File: src/rtl/rf_wb_arbiter.sv
// Writeback arbiter for the 15x16 register file. It round-robins ALU/MEM/MULDIV onto
// the shared op1/write port and the R15 port, and keeps the pending-write scoreboard.
module rf_wb_arbiter #(
  parameter int unsigned DATA_W = 16,
  parameter int unsigned ADDR_W = 4
) (
  input  logic              clk,
  input  logic              rst,
  input  logic              alu_valid,
  input  logic [ADDR_W-1:0] alu_rd,
  input  logic [DATA_W-1:0] alu_data,
  output logic              alu_ready,
  input  logic              mem_valid,
  input  logic [ADDR_W-1:0] mem_rd,
  input  logic [DATA_W-1:0] mem_data,
  output logic              mem_ready,
  input  logic              md_valid,
  input  logic [ADDR_W-1:0] md_rd,
  input  logic [DATA_W-1:0] md_lo,
  input  logic [DATA_W-1:0] md_hi,
  output logic              md_ready,
  input  logic [ADDR_W-1:0] dec_op1_addr,
  input  logic              issue_valid,
  input  logic [ADDR_W-1:0] issue_rd,
  output logic [ADDR_W-1:0] rf_op1_addr,
  output logic              rf_wr_en,
  output logic [DATA_W-1:0] rf_wr_data,
  output logic              rf_r15_en,
  output logic [DATA_W-1:0] rf_r15_data,
  output logic              op1_steal,
  output logic [15:0]       busy,
  output logic              waw_err
);

  localparam int unsigned NREG    = 16;
  localparam int unsigned R15_IDX = 15;
  localparam logic [ADDR_W-1:0] R15 = ADDR_W'(R15_IDX);

  logic [1:0]        r_ptr;
  logic              r_wr_en;
  logic [ADDR_W-1:0] r_wr_addr;
  logic [DATA_W-1:0] r_wr_data;
  logic              r_r15_en;
  logic [DATA_W-1:0] r_r15_data;
  logic [NREG-1:0]   r_busy;
  logic              r_waw;

  logic [2:0]        w_req;
  logic              w_any;
  logic [1:0]        w_win;
  logic [ADDR_W-1:0] w_sel_rd;
  logic [DATA_W-1:0] w_sel_data;
  logic              w_sel_main;
  logic [NREG-1:0]   w_clr;
  logic [NREG-1:0]   w_set;
  logic [NREG-1:0]   w_busy_kept;

  // Requests are masked while in reset so no ready leaks out during rst=0.
  assign w_req = {md_valid, mem_valid, alu_valid} & {3{rst}};
  assign w_any = |w_req;

  // Round-robin pick starting at r_ptr, order 0 -> 1 -> 2 -> 0.
  always_comb begin
    w_win = 2'd0;
    case (r_ptr)
      2'd1: begin
        if (w_req[1])      w_win = 2'd1;
        else if (w_req[2]) w_win = 2'd2;
        else               w_win = 2'd0;
      end
      2'd2: begin
        if (w_req[2])      w_win = 2'd2;
        else if (w_req[0]) w_win = 2'd0;
        else               w_win = 2'd1;
      end
      default: begin
        if (w_req[0])      w_win = 2'd0;
        else if (w_req[1]) w_win = 2'd1;
        else               w_win = 2'd2;
      end
    endcase
  end

  assign alu_ready = w_any && (w_win == 2'd0);
  assign mem_ready = w_any && (w_win == 2'd1);
  assign md_ready  = w_any && (w_win == 2'd2);

  always_comb begin
    w_sel_rd   = alu_rd;
    w_sel_data = alu_data;
    case (w_win)
      2'd1: begin
        w_sel_rd   = mem_rd;
        w_sel_data = mem_data;
      end
      2'd2: begin
        w_sel_rd   = md_rd;
        w_sel_data = md_lo;
      end
      default: ;
    endcase
    // R0 is never written; a MUL/DIV to R15 goes only through the R15 port.
    w_sel_main = (w_sel_rd != '0) && !((w_win == 2'd2) && (w_sel_rd == R15));
  end

  always_ff @(posedge clk or negedge rst) begin
    if (!rst) begin
      r_ptr      <= 2'd0;
      r_wr_en    <= 1'b0;
      r_wr_addr  <= '0;
      r_wr_data  <= '0;
      r_r15_en   <= 1'b0;
      r_r15_data <= '0;
    end else begin
      r_wr_en  <= w_any && w_sel_main;
      r_r15_en <= w_any && (w_win == 2'd2);
      if (w_any) begin
        r_wr_addr <= w_sel_rd;
        r_wr_data <= w_sel_data;
        r_ptr     <= (w_win == 2'd2) ? 2'd0 : w_win + 2'd1;
      end
      if (w_any && (w_win == 2'd2)) r_r15_data <= md_hi;
    end
  end

  // Scoreboard: commits in the output stage clear, issues set, set wins.
  always_comb begin
    w_clr = '0;
    w_set = '0;
    if (r_wr_en)     w_clr[r_wr_addr] = 1'b1;
    if (r_r15_en)    w_clr[R15_IDX]   = 1'b1;
    if (issue_valid) w_set[issue_rd]  = 1'b1;
    w_busy_kept = r_busy & ~w_clr;
  end

  always_ff @(posedge clk or negedge rst) begin
    if (!rst) begin
      r_busy <= '0;
      r_waw  <= 1'b0;
    end else begin
      r_busy <= (w_busy_kept | w_set) & ~NREG'(1);
      if (issue_valid && w_busy_kept[issue_rd]) r_waw <= 1'b1;
    end
  end

  assign rf_wr_en    = r_wr_en;
  assign rf_wr_data  = r_wr_data;
  assign rf_r15_en   = r_r15_en;
  assign rf_r15_data = r_r15_data;
  assign op1_steal   = r_wr_en;
  assign rf_op1_addr = r_wr_en ? r_wr_addr : dec_op1_addr;
  assign busy        = r_busy;
  assign waw_err     = r_waw;

endmodule

File: config.mk
export PLATFORM = sky130hd
export DESIGN_NAME = rf_wb_arbiter
export DESIGN_NICKNAME = d
export VERILOG_FILES = /design/src/rtl/rf_wb_arbiter.sv
export SDC_FILE = /design/constraint.sdc
export NUM_CORES = 1
export LEC_CHECK = 0
export ABC_AREA = 0
export BUFFER_PORTS_ARGS = -buffer_cell sky130_fd_sc_hd__buf_2
export CAP_MARGIN = 30
export CORE_MARGIN = 3
export CORE_UTILIZATION = 40
export CTS_BUF_LIST = sky130_fd_sc_hd__clkbuf_8
export DETAILED_ROUTE_END_ITERATION = 6
export HOLD_SLACK_MARGIN = 0.1
export PLACE_DENSITY = 0.78
export SYNTH_ARGS = -nofsm -noshare
export SYNTH_HDL_FRONTEND = slang
export SYNTH_SLANG_ARGS = --single-unit
File: constraint.sdc
create_clock -name clk -period 7.33 [get_ports clk]
set_input_delay 1.0995 -clock clk [delete_from_list [all_inputs] [get_ports clk]]
set_output_delay 1.0995 -clock clk [all_outputs]
set_load 0.05 [all_outputs]
== Word-level counts from Yosys, hierarchy flattened ==
Index checks and enable logic that the tools add are counted.
W data, S select, Z words.
Operators by class
  $add $sub $neg: 1
  $lt $le $gt $ge: 4
  equal/unequal tests: 5
  mux-type cells: 20
  bitwise operators: 4
  reductions and logical operators: 13
Operators with widths (count)
  $mux W16: 2
  $pmux W16 S2: 1
  $and A16 B16 Y16: 1
  $not A16 Y16: 1
  $or A16 B16 Y16: 1
  $mux W2: 6
  $lt A4 B5 Y1 const B: 2
  $logic_and A1 B1 Y1: 9
  $demux W1 S4: 2
  $ge A4 B1 Y1 const B: 2
  $pmux W4 S2: 1
  $mux W1: 5
  $bmux W1 S4: 1
  $eq A2 B1 Y1 const B: 2
  $eq A2 B2 Y1 const B: 2
  $eq A4 B4 Y1 const B: 1
  $mux W4: 1
  $pmux W2 S2: 1
  $reduce_bool A4 Y1: 1
  $and A3 B3 Y3: 1
  $reduce_or A3 Y1: 1
  $add A2 B1 Y2 const B: 1
  $logic_not A2 Y1: 1
  $logic_not A1 Y1: 1
Storage, ports and cells
  bits in registers: 56
  input port bits: 90
  output and inout bits: 59
  word-level logic and storage cells: 55

== Logic depth before layout (Yosys ltp) ==
  depth in word-level cells: 11
  depth in mapped cells: 13
  depth with buffers taken out: 12

== Worst setup path before layout ==
OpenSTA, ideal clock, no wires.
  path type: input-to-output
  from: in mem_valid
  to: out mem_ready
  arrival time: 2.833 ns
  path slack: 3.397 ns
  cell stages on the path: 8
  buffers on the path: 2
  cell sequence: inv_1 -> a21oi_1 -> nor2_1 -> o21ai_0 -> ha_1 -> buf_2 -> buf_1 -> and2_1
On the way
  cells in the longest elaborated chain, start to end: 6
  elaborated cells on any way between the ends: 8
  those cells by class: eq/ne: 1; mux: 4; bitwise: 1; reduce/logical: 2
Ends and longest elaborated chain
  start, declared: RTL line 13  | input logic mem_valid,
  $and A3 B3 Y3 *: RTL line 59  | assign w_req = {md_valid, mem_valid, alu_valid} & {3{rst}};
  $mux W2: RTL line 78  | else if (w_req[1]) w_win = 2'd1;
  $mux W2: RTL line 77  | if (w_req[0]) w_win = 2'd0;
  $pmux W2 S2: RTL line 65  | case (r_ptr)
  $eq A2 B1 Y1: RTL line 85  | assign mem_ready = w_any && (w_win == 2'd1);
  $logic_and A1 B1 Y1 *: RTL line 85
  end, declared: RTL line 16  | output logic mem_ready,
Every way passes the cells marked *; elsewhere a longest branch is shown, timed or not.

== Worst setup path in the final report ==
  from: in mem_valid
  to: out md_ready
On the way
  cells in the longest elaborated chain, start to end: 6
  elaborated cells on any way between the ends: 8
  those cells by class: eq/ne: 1; mux: 4; bitwise: 1; reduce/logical: 2
Ends and longest elaborated chain
  $and A3 B3 Y3 *: RTL line 59
  $mux W2: RTL line 78
  $mux W2: RTL line 77
  $pmux W2 S2: RTL line 65
  $eq A2 B2 Y1: RTL line 86  | assign md_ready = w_any && (w_win == 2'd2);
  $logic_and A1 B1 Y1 *: RTL line 86
  end, declared: RTL line 21  | output logic md_ready,
Marked as above.

==> out/metrics.yaml <==
outcome:
  outcome: "completed"
synthesis:
  synthesis.nets: 405
  synth_edf_count: 0
  ys.flop_type: "dfrtp_1"
  seq_area_frac_synth_pct: 47.0
  yosys_register_bits: 56
  synthCells: 308
  synthArstFlopShare_pct: 100
  synth.distinct_cells: 43
  avgSynthCellArea_um2: 9.67
  yosys_warnings: 0
  syn_area_um2: 2980
sta:
  max_freq_mhz: 226
  final_hold_viol_count: 0
  grt_setup_unrepaired: "false"
  period_share_pct: 60.4
  tightest_slew_ps: 923
  final-max-slew-violation-count: 0
  finalSetupViolations: 0
  max_slew_margin_pct: 38.4
  fin_crit_ps: 4430
  tns_ps: 0
  fin_skew_ps: 5.89
route:
  first_pass_iters: 4
  via_count: 2775
  via_per_inst: 5.14
  wl_per_cell_um: 15.2
  drt_wl_total_mm: 8.19
  drt_iter0_markers: 93
  drcViolationCount: 0
  antenna_left: 0
clock_tree:
  h-tree-depth: 2
  cts_buffers: 5
  clockBufferDepth: 2
  cts_tree: "built"
  cts_setup_buffers: 0
  clk_pin_slew_ps: 90
  clkSinkCount: 56
  worstSkewPairLatency_ps: 310
  hold_buffers: 0
  root_buffer: "clkbuf_8"
  cts_resized: 0
hold_path:
  hp-start: "waw_err"
  min_delay_path_depth: 1
  hold_end: "waw_err"
  min_path_type: "flop to flop"
global_route:
  grt_max_degree: 56
  grtUsageTotal_pct: 19.5
  antenna_found_initial: 0
  grt_overflow: 0
  grt_pass1_wl_mm: 13.6
  grt_pass1_vias: 2784
worst_setup_path:
  path_class: "input pin to primary output"
  reg2reg_depth: 9
  cp.required_ps: 6230
  critical_path_arrival_ps: 3330
  regToRegSetupSlack_ps: 4310
  rr_endpoint: "op1_steal"
  cp-start-kind: "input pin"
  crit_path_max_fanout: 22
  cp-end-kind: "primary output"
  timing.rr.start: "r_ptr[0]"
final_layout:
  layout.nets: 541
  seqCellArea_um2: 1400
  diodes: 0
  nFillCells: 686
  multiInputGateArea_um2: 1460
  syn2layout_area_growth_pct: 28.9
  drive_gt1_share_pct: 39.4
placed_design:
  gp_congestion: 0.906
  post-dp-hpwl_mm: 6.43
  io_buffers: 147
floorplan:
  die_w_um: 92.3
  dieHeight_um: 92.3
  die_area_um2: 8520
  initial_core_util_pct: 42.4
  num_rows: 30
  core_area_um2: 7020
  ios: 149
job:
  maxCapViolCount: 0
power:
  power.leakage_uw: 0.00185
  max-vdd-ir-drop_mv: 0.237
  p_per_area_nw_per_um2: 514
  total_power_uw: 1980
-- stage by stage --
| stage | hold WS (ps) | area [um2] | util (%) | setup WS [ps] | std cells |
|---|---|---|---|---|---|
| finish | 482 | 3840 | 54.7 | 2900 | 540 |
| global route | 514 | 3840 | 54.7 | 2600 | 540 |
| CTS | 485 | 3840 | 54.7 | 2850 | 540 |
| detailed placement | 458 | 3760 | 53.6 | 2850 | 533 |
| global placement | 457 | 3760 | 53.6 | 2980 | 533 |
| floorplan | 537 | 2980 | - | 3400 | 308 |
-- critical path, stage by stage --
cell      delay [ps]
buf_2            140
o211ai_1         160
o21ai_0          240
inv_1            120
ha_1             640
nand2_2          460
inv_1            180
buf_2            280
-- synth_stat cells, types with 2 or more instances --
cell        n  share of area [%]
mux2_1      9                3.4
o21ai_0    63                 11
a22oi_1    20                5.0
nand3b_1    2               0.50
clkbuf_1    8                1.0
nand2_1    49                6.2
o31ai_1     3               0.76
o211ai_1    4                1.0
nor2_1      3               0.38
o21ai_1     8                1.3
and2_1      3               0.63
nand3_1     4               0.67
nor3_1      2               0.34
buf_4       6                1.5
ha_1        7                2.9
mux2i_1     5                1.7
buf_2       5               0.84
dfrtp_1    56                 47
nand2b_1    5                1.0
mux2_2     12                4.5
a21oi_1     2               0.34
inv_1       8                1.0
a41o_1      2               0.67
o2111ai_1   3               0.88
-- cell type report --
class                   instances  share of cell area (%)
clock buffers                   5                    1.79
clock inverters                 2                   0.326
well taps                      96                    3.13
flip-flops and latches         56                    36.5
inverters                       8                   0.782
repair buffers                149                    19.5
multi-input cells             224                    37.9
-- registers in the layout (all words and copies together), names as in the netlist --
name,flops
rf_wr_data,16
rf_r15_data,16
waw_err,1
r_wr_addr,4
rf_r15_en,1
op1_steal,1
r_ptr,2
busy,15
-- cell families after synthesis --
group,after synthesis,synth area share [%]
compound gates,111,22.8
simple gates,77,12.3
flops,56,47.0
buf+inv,28,4.49
mux,26,9.62
fa+ha+maj,7,2.94
xor+xnor,2,0.588
other cells,1,0.126
-- how the worst max path moves through the flow --
stage	cells after the start	start	end
after floorplan	8	mem_valid	mem_ready
after global placement	8	mem_valid	md_ready
after detailed placement	9	rst	md_ready
after CTS	9	rst	md_ready
after global routing	9	rst	md_ready
final	8	mem_valid	md_ready
-- where the power goes --
| part | internal (uW) | switching, uW |
|---|---|---|
| clock network | 65.0 | 98.5 |
| registers | 453 | 120 |
| logic | 335 | 904 |
| total | 853 | 1120 |
-- placed cells by master, fill, tap and decap left out, drive strengths merged, types with 2 or more instances in the layout --
cell	instances
and2	3
nor2	3
mux2	21
o31ai	4
a21oi	2
nand2b	5
clkbuf	5
buf	149
o211ai	4
a41o	2
ha	7
inv	8
nand2	50
nand3b	3
o2111ai	3
o21ai	71
nor3	2
dfrtp	56
nand3	4
a22oi	20
mux2i	5
-- metal layers --
layer	wire (um)	track usage (%)	share of wire [%]
met2	4110	33.7	50
met3	668	4.63	8.2
met5	0	0	0
met1	3350	25.2	41
met4	57	3.09	0.70
Note: power is estimated with default switching activity, not from simulation.
